## src/rtl/bumpy_pkg.sv

```systemverilog
// Shared types and constants for the bumpy character movement controller.
// States, edge-hit codes, key bit positions and the landing-priority helper.
package bumpy_pkg;

   typedef enum logic [3:0] {
      S_RESET    = 4'd0,
      S_IDLE     = 4'd1,
      S_LEFT     = 4'd2,
      S_RIGHT    = 4'd3,
      S_FALL     = 4'd4,
      S_JUMP     = 4'd5,
      S_DYING    = 4'd6,
      S_RESPAWN  = 4'd7,
      S_GAMEOVER = 4'd8
   } state_t;

   localparam logic [3:0] BOTTOM = 4'b0001;
   localparam logic [3:0] RIGHT  = 4'b0010;
   localparam logic [3:0] TOP    = 4'b0100;
   localparam logic [3:0] LEFT   = 4'b1000;

   localparam int KEY_LEFT  = 0;
   localparam int KEY_UP    = 1;
   localparam int KEY_RIGHT = 2;
   localparam int KEY_DOWN  = 3;

   // Where a landing goes: up beats left beats right, otherwise stand still.
   function automatic state_t landingState(input logic upKey, input logic leftKey,
                                           input logic rightKey);
      state_t target;
      target = S_IDLE;
      if (upKey) begin
         target = S_JUMP;
      end else if (leftKey) begin
         target = S_LEFT;
      end else if (rightKey) begin
         target = S_RIGHT;
      end
      return target;
   endfunction

endpackage

```

## src/rtl/frame_counter.sv

```systemverilog
// Frame-tick counter that counts up or down between a load value and a terminal value.
// Load wins over enable; counting stops once the terminal value is reached.
module frame_counter #(
   parameter int WIDTH    = 4,
   parameter bit COUNT_UP = 1'b1
) (
   input  logic             clk,
   input  logic             resetN,
   input  logic             load,
   input  logic [WIDTH-1:0] loadValue,
   input  logic             enable,
   input  logic [WIDTH-1:0] terminalValue,
   output logic [WIDTH-1:0] count,
   output logic             terminal
);

   logic [WIDTH-1:0] count_q;
   logic [WIDTH-1:0] count_d;

   always_comb begin
      count_d = count_q;
      if (load) begin
         count_d = loadValue;
      end else if (enable && !terminal) begin
         count_d = COUNT_UP ? (count_q + WIDTH'(1)) : (count_q - WIDTH'(1));
      end
   end

   always_ff @(posedge clk or negedge resetN) begin
      if (!resetN) begin
         count_q <= '0;
      end else begin
         count_q <= count_d;
      end
   end

   assign terminal = (count_q == terminalValue);
   assign count    = count_q;

endmodule

```

## src/rtl/bumpy_move_fsm.sv

```systemverilog
// Movement/life controller for the bumpy character: walk, fall, jump, die, respawn.
// Outputs are the registered state, lives and jump counter, or direct decodes of them.
module bumpy_move_fsm
   import bumpy_pkg::*;
#(
   parameter int JUMP_FRAMES    = 24,
   parameter int LIVES          = 3,
   parameter int RESPAWN_FRAMES = 60,
   parameter int KEY_W          = 4
) (
   input  logic                             clk,
   input  logic                             resetN,
   input  logic                             startOfFrame,
   input  logic [KEY_W-1:0]                 key_n,
   input  logic                             step_collision,
   input  logic                             free_collision,
   input  logic                             border_collision,
   input  logic [3:0]                       HitEdgeCode,
   output logic [3:0]                       state,
   output logic [$clog2(LIVES+1)-1:0]       lives_left,
   output logic                             die,
   output logic                             game_over,
   output logic [$clog2(JUMP_FRAMES+1)-1:0] jump_cnt
);

   localparam int JW = $clog2(JUMP_FRAMES + 1);
   localparam int LW = $clog2(LIVES + 1);
   localparam int RW = $clog2(RESPAWN_FRAMES + 1);

   state_t          state_q;
   state_t          state_d;
   logic [LW-1:0]   lives_q;
   logic [LW-1:0]   lives_d;
   logic [JW-1:0]   jumpCount;
   logic            jumpAtLimit;
   logic [RW-1:0]   respawnCount;
   logic            respawnDone;

   logic keyLeft;
   logic keyUp;
   logic keyRight;
   logic keyDown;
   logic anyKey;
   logic landed;
   logic hitBottom;
   logic hitTop;
   logic hitRight;
   logic hitLeft;

   assign keyLeft   = ~key_n[KEY_LEFT];
   assign keyUp     = ~key_n[KEY_UP];
   assign keyRight  = ~key_n[KEY_RIGHT];
   assign keyDown   = ~key_n[KEY_DOWN];
   assign anyKey    = (key_n != {KEY_W{1'b1}});
   assign hitBottom = |(HitEdgeCode & BOTTOM);
   assign hitTop    = |(HitEdgeCode & TOP);
   assign hitRight  = |(HitEdgeCode & RIGHT);
   assign hitLeft   = |(HitEdgeCode & LEFT);
   assign landed    = step_collision && (HitEdgeCode == BOTTOM);

   // Each branch chain is written in event priority order, highest first.
   always_comb begin
      state_d = state_q;
      lives_d = lives_q;
      case (state_q)
         S_RESET: begin
            if (anyKey) begin
               state_d = S_FALL;
            end
         end
         S_IDLE: begin
            if (landed) begin
               state_d = landingState(keyUp, keyLeft, keyRight);
            end
         end
         S_LEFT, S_RIGHT, S_FALL: begin
            if (border_collision && hitBottom) begin
               state_d = S_DYING;
            end else if (border_collision && hitRight && (state_q == S_RIGHT)) begin
               state_d = S_LEFT;
            end else if (border_collision && hitLeft && (state_q == S_LEFT)) begin
               state_d = S_RIGHT;
            end else if (landed) begin
               state_d = landingState(keyUp, keyLeft, keyRight);
            end
         end
         S_JUMP: begin
            if (keyDown) begin
               state_d = S_FALL;
            end else if (border_collision || (step_collision && hitTop)) begin
               state_d = S_FALL;
            end else if (jumpAtLimit) begin
               state_d = S_FALL;
            end else if (free_collision && hitBottom && keyLeft) begin
               state_d = S_LEFT;
            end else if (free_collision && hitBottom && keyRight) begin
               state_d = S_RIGHT;
            end
         end
         S_DYING: begin
            if (lives_q != '0) begin
               lives_d = lives_q - LW'(1);
            end
            state_d = (lives_q > LW'(1)) ? S_RESPAWN : S_GAMEOVER;
         end
         S_RESPAWN: begin
            if (respawnDone) begin
               state_d = S_RESET;
            end
         end
         S_GAMEOVER: begin
            state_d = S_GAMEOVER;
         end
         default: begin
            state_d = S_RESET;
         end
      endcase
   end

   always_ff @(posedge clk or negedge resetN) begin
      if (!resetN) begin
         state_q <= S_RESET;
         lives_q <= LW'(LIVES);
      end else begin
         state_q <= state_d;
         lives_q <= lives_d;
      end
   end

   // Held at zero whenever the next state is not JUMP, so exit clears beat a coincident tick.
   frame_counter #(
      .WIDTH    (JW),
      .COUNT_UP (1'b1)
   ) jumpTimer (
      .clk           (clk),
      .resetN        (resetN),
      .load          (state_d != S_JUMP),
      .loadValue     ('0),
      .enable        (startOfFrame && (state_q == S_JUMP)),
      .terminalValue (JW'(JUMP_FRAMES)),
      .count         (jumpCount),
      .terminal      (jumpAtLimit)
   );

   frame_counter #(
      .WIDTH    (RW),
      .COUNT_UP (1'b0)
   ) respawnTimer (
      .clk           (clk),
      .resetN        (resetN),
      .load          ((state_q == S_DYING) && (state_d == S_RESPAWN)),
      .loadValue     (RW'(RESPAWN_FRAMES)),
      .enable        (startOfFrame && (state_q == S_RESPAWN)),
      .terminalValue ('0),
      .count         (respawnCount),
      .terminal      (respawnDone)
   );

   assign state      = state_q;
   assign lives_left = lives_q;
   assign die        = (state_q == S_DYING);
   assign game_over  = (state_q == S_GAMEOVER);
   assign jump_cnt   = jumpCount;

endmodule
```

## config.mk

```make
export PLATFORM = sky130hd
export DESIGN_NAME = bumpy_move_fsm
export DESIGN_NICKNAME = d
export VERILOG_FILES = /design/src/rtl/bumpy_pkg.sv /design/src/rtl/frame_counter.sv /design/src/rtl/bumpy_move_fsm.sv
export SDC_FILE = /design/constraint.sdc
export NUM_CORES = 1
export LEC_CHECK = 0
export BUFFER_PORTS_ARGS = -buffer_cell sky130_fd_sc_hd__buf_2
export CORE_MARGIN = 8
export CORE_UTILIZATION = 35
export DETAILED_ROUTE_END_ITERATION = 16
export GPL_TIMING_DRIVEN = 0
export PLACE_DENSITY = 0.66
export SYNTH_ARGS = -nofsm -noshare
export SYNTH_HDL_FRONTEND = slang
export SYNTH_SLANG_ARGS = --single-unit
```

## constraint.sdc

```tcl
create_clock -name clk -period 4.9 [get_ports clk]
set_input_delay 1.225 -clock clk [delete_from_list [all_inputs] [get_ports clk]]
set_output_delay 1.225 -clock clk [all_outputs]
set_load 0.02 [all_outputs]
```

==> out/results.ini <==
[setup_path]
critical_path_class = flop to output port
start_kind = flop
r2r_end = jumpTimer.count[2]$_DFFE_PN0P_
endpoint_kind = output port
cpMostUsedCell = buf_2
cp_top_family = flip-flops
worstPathMaxFanout = 10
crit_start = state[2]$_DFF_PN0_
rr_startpoint = state[3]$_DFF_PN0_
critPathSlowestCell = dfrtp_1
slowest_delay_ns = 0.45
r2r_cells = 5
crit_chain = buf_2, nand2b_1, nor3_1, buf_2
endpoint = game_over
path_buf_inv = 2
critical_path_depth = 4
cp.required_ns = 3.67
cp.arrival_ns = 1.41
reg2reg_slack_ns = 2.85

[detailed_routing]
antenna_left = 0
firstDrtPassIters = 4
via_per_inst = 5.51
met1_length_mm = 1.34
num_vias = 1190
routedWlPerCell_um = 15.2
top_layer = met4
drc = 0
dr_wl_met3_um = 168
drtIter0Drc = 83
dr_wl_met2_mm = 1.77
wirelength_mm = 3.28

[layout]
utilization = 0.423
fillerInstances = 383
syn_to_final_growth_pct = 17.9
finalNetCount = 189
antenna_cells = 0
drive_gt1_frac = 0.274
instances_no_fill = 216

[timing]
tightest_slew_ns = 0.644
rsz0062_at_grt = false
slew_headroom = 0.567
max_clock_freq_mhz = 380
slew_violations = 0
period_minus_slack_ns = 2.63
tns_ns = 0
setup_viol = 0
hold_slack_ns = 0.536
finalHoldViolCount = 0
period_share = 0.537
skew_ns = 0.00305

[global_route]
overflow = 0
grt_max_degree = 18
grt.total_usage = 0.106
grt_pass1_vias = 1172
antenna_found_initial = 0
grt_pass1_wl_mm = 5.33

[pwr]
power_frac_clock = 0.185
ir_drop_uv = 97.7
p_sw_frac = 0.440
power_frac_comb = 0.463
power.leakage_nw = 0.641
p_sw_mw = 0.256
seqPwrFrac = 0.353
internal-power_mw = 0.326
power_mw = 0.581
power.density_nw_per_um2 = 378

[synth]
synth_edf_count = 0
yosysWarnings = 0
synth_top_cell_by_area = dfrtp_1
synth_top_area_frac = 0.288
syn_area_per_cell_um2 = 9.38
synth_nets = 159
ys_async_sr_fraction = 1.00
synth_seq_cells = 17
yosysUniqueCellTypes = 46
ys_seq_area_frac = 0.328
synth_area_leaders = dfrtp_1 (29%), ha_1 (5.8%), dfstp_2 (4.0%), nor4b_4 (3.6%), inv_1 (3.5%)
synth_ff_type = dfrtp_1
syn_inst = 139
netlist_area_um2 = 1300

[clock_tree]
tritoncts = built
postCtsSetupBuffers = 0
post_cts_resized = 0
path_clk_slew_ns = 0.07
cts_buffer_depth = 2
root_buffer = clkbuf_8
htree_levels = 1
ctsHoldBuffers = 0
clkSinkCount = 17
numCtsBuffers = 3
clk_latency_ns = 0.25

[run_status]
status = finished clean

[placed_design]
dp.cells = 212
numPortBuffers = 25
gp_congestion = 0.850
detailed_place_hpwl_mm = 2.57

[floorplan]
start_util = 0.359
dieArea_um2 = 5930
core_um2 = 3630
rows = 22
die_h_um = 77.0
dieWidth_um = 77.0
pin_count = 27

[run]
drv_cap = 0

[worst_hold_path]
hold_class = flop to flop
min_path_cells = 2

## layer usage
layer	vias to the layer above	GRT usage
met3	2	0.0291
met1	582	0.117
met2	33	0.199
met4	0	0.0170
li1	573	-
met5	-	0
## Yosys cell counts (2+ instances only)
cell	count
nor3_1	6
inv_1	12
nor3b_1	2
o21ai_0	6
xor2_1	5
nand4_1	5
nor2_1	11
nand2_1	7
nand4b_1	2
dfrtp_1	15
a211oi_1	4
and3_1	3
and4b_1	2
a311oi_1	2
nor4b_4	2
nand3_1	3
nand2b_1	5
ha_1	6
nand4bb_1	2
xnor2_1	3
clkbuf_8	2
nor2b_1	3
a21oi_1	7
dfstp_2	2
## how the worst min path moves through the flow
stage                                       from                           endpoint  slack, ns
2_1_floorplan  respawnTimer.count[5]$_DFFE_PN0P_  respawnTimer.count[5]$_DFFE_PN0P_       0.48
3_3_place_gp   respawnTimer.count[5]$_DFFE_PN0P_  respawnTimer.count[5]$_DFFE_PN0P_       0.50
5_1_grt        respawnTimer.count[5]$_DFFE_PN0P_  respawnTimer.count[5]$_DFFE_PN0P_       0.56
3_5_place_dp   respawnTimer.count[5]$_DFFE_PN0P_  respawnTimer.count[5]$_DFFE_PN0P_       0.51
4_1_cts        respawnTimer.count[5]$_DFFE_PN0P_  respawnTimer.count[5]$_DFFE_PN0P_       0.53
6_report       respawnTimer.count[5]$_DFFE_PN0P_  respawnTimer.count[5]$_DFFE_PN0P_       0.54
## power by group through the flow
stage | logic [mW] | registers, mW | clock network (mW)
2_1_floorplan | 0.183 | 0.212 | 0
3_3_place_gp | 0.261 | 0.205 | 0
3_5_place_dp | 0.268 | 0.206 | 0
4_1_cts | 0.268 | 0.204 | 0.111
5_1_grt | 0.291 | 0.209 | 0.116
6_report | 0.269 | 0.205 | 0.107
## cell type report
class | count | area, um2 | area share
tap | 48 | 60.1 | 0.0391
clock buffer | 3 | 41.3 | 0.0269
clock inverter | 1 | 7.51 | 0.00488
timing repair buffer | 25 | 125 | 0.0814
buffer | 4 | 40.0 | 0.0260
multi-input combinational | 106 | 791 | 0.514
inverter | 12 | 45.0 | 0.0293
sequential | 17 | 428 | 0.278
## logic make-up after synthesis
kind of cell	count (synthesis)	share of synthesized area
AND/OR/NAND/NOR	58	0.289
AO/OA/AOI/OAI	34	0.206
adder cells (fa/ha/maj)	6	0.0576
XOR/XNOR	8	0.0537
buffers and inverters	16	0.0653
flip-flops	17	0.328
## state kept, by name (all words and copies together), names as in the netlist
name	flops
state	4
respawnTimer.count	6
jumpTimer.count	5
lives_left	2
## worst min-delay path, cell delays in order, from the launching register on
cell	delay (ns)
dfrtp_1	0.37
xor2_1	0.07
nand2_1	0.06
## cells in the final DEF (no fill, tap or decap), types with 2 or more instances in the layout
cell,n
buf_2,26
dfstp_2,2
ha_1,6
a311oi_1,2
nand3_1,3
o21ai_0,6
nand4bb_1,2
a211oi_1,4
nor3_1,6
nand2_1,7
nor2b_1,3
inv_1,12
nor4b_4,2
and4b_1,2
nor3b_1,2
clkbuf_8,5
xnor2_1,3
nand2b_1,5
a21oi_1,7
nand4b_1,2
xor2_1,5
nor2_1,11
and3_1,3
nand4_1,5
dfrtp_1,15
## stage by stage
stage,instance area (um2),setup slack [ns]
after floorplan,1300,2.36
after global placement,1490,2.05
after detailed placement,1490,2.05
after CTS,1540,2.24
after global routing,1540,2.20
final,1540,2.27
(Power assumes the default switching activity.)
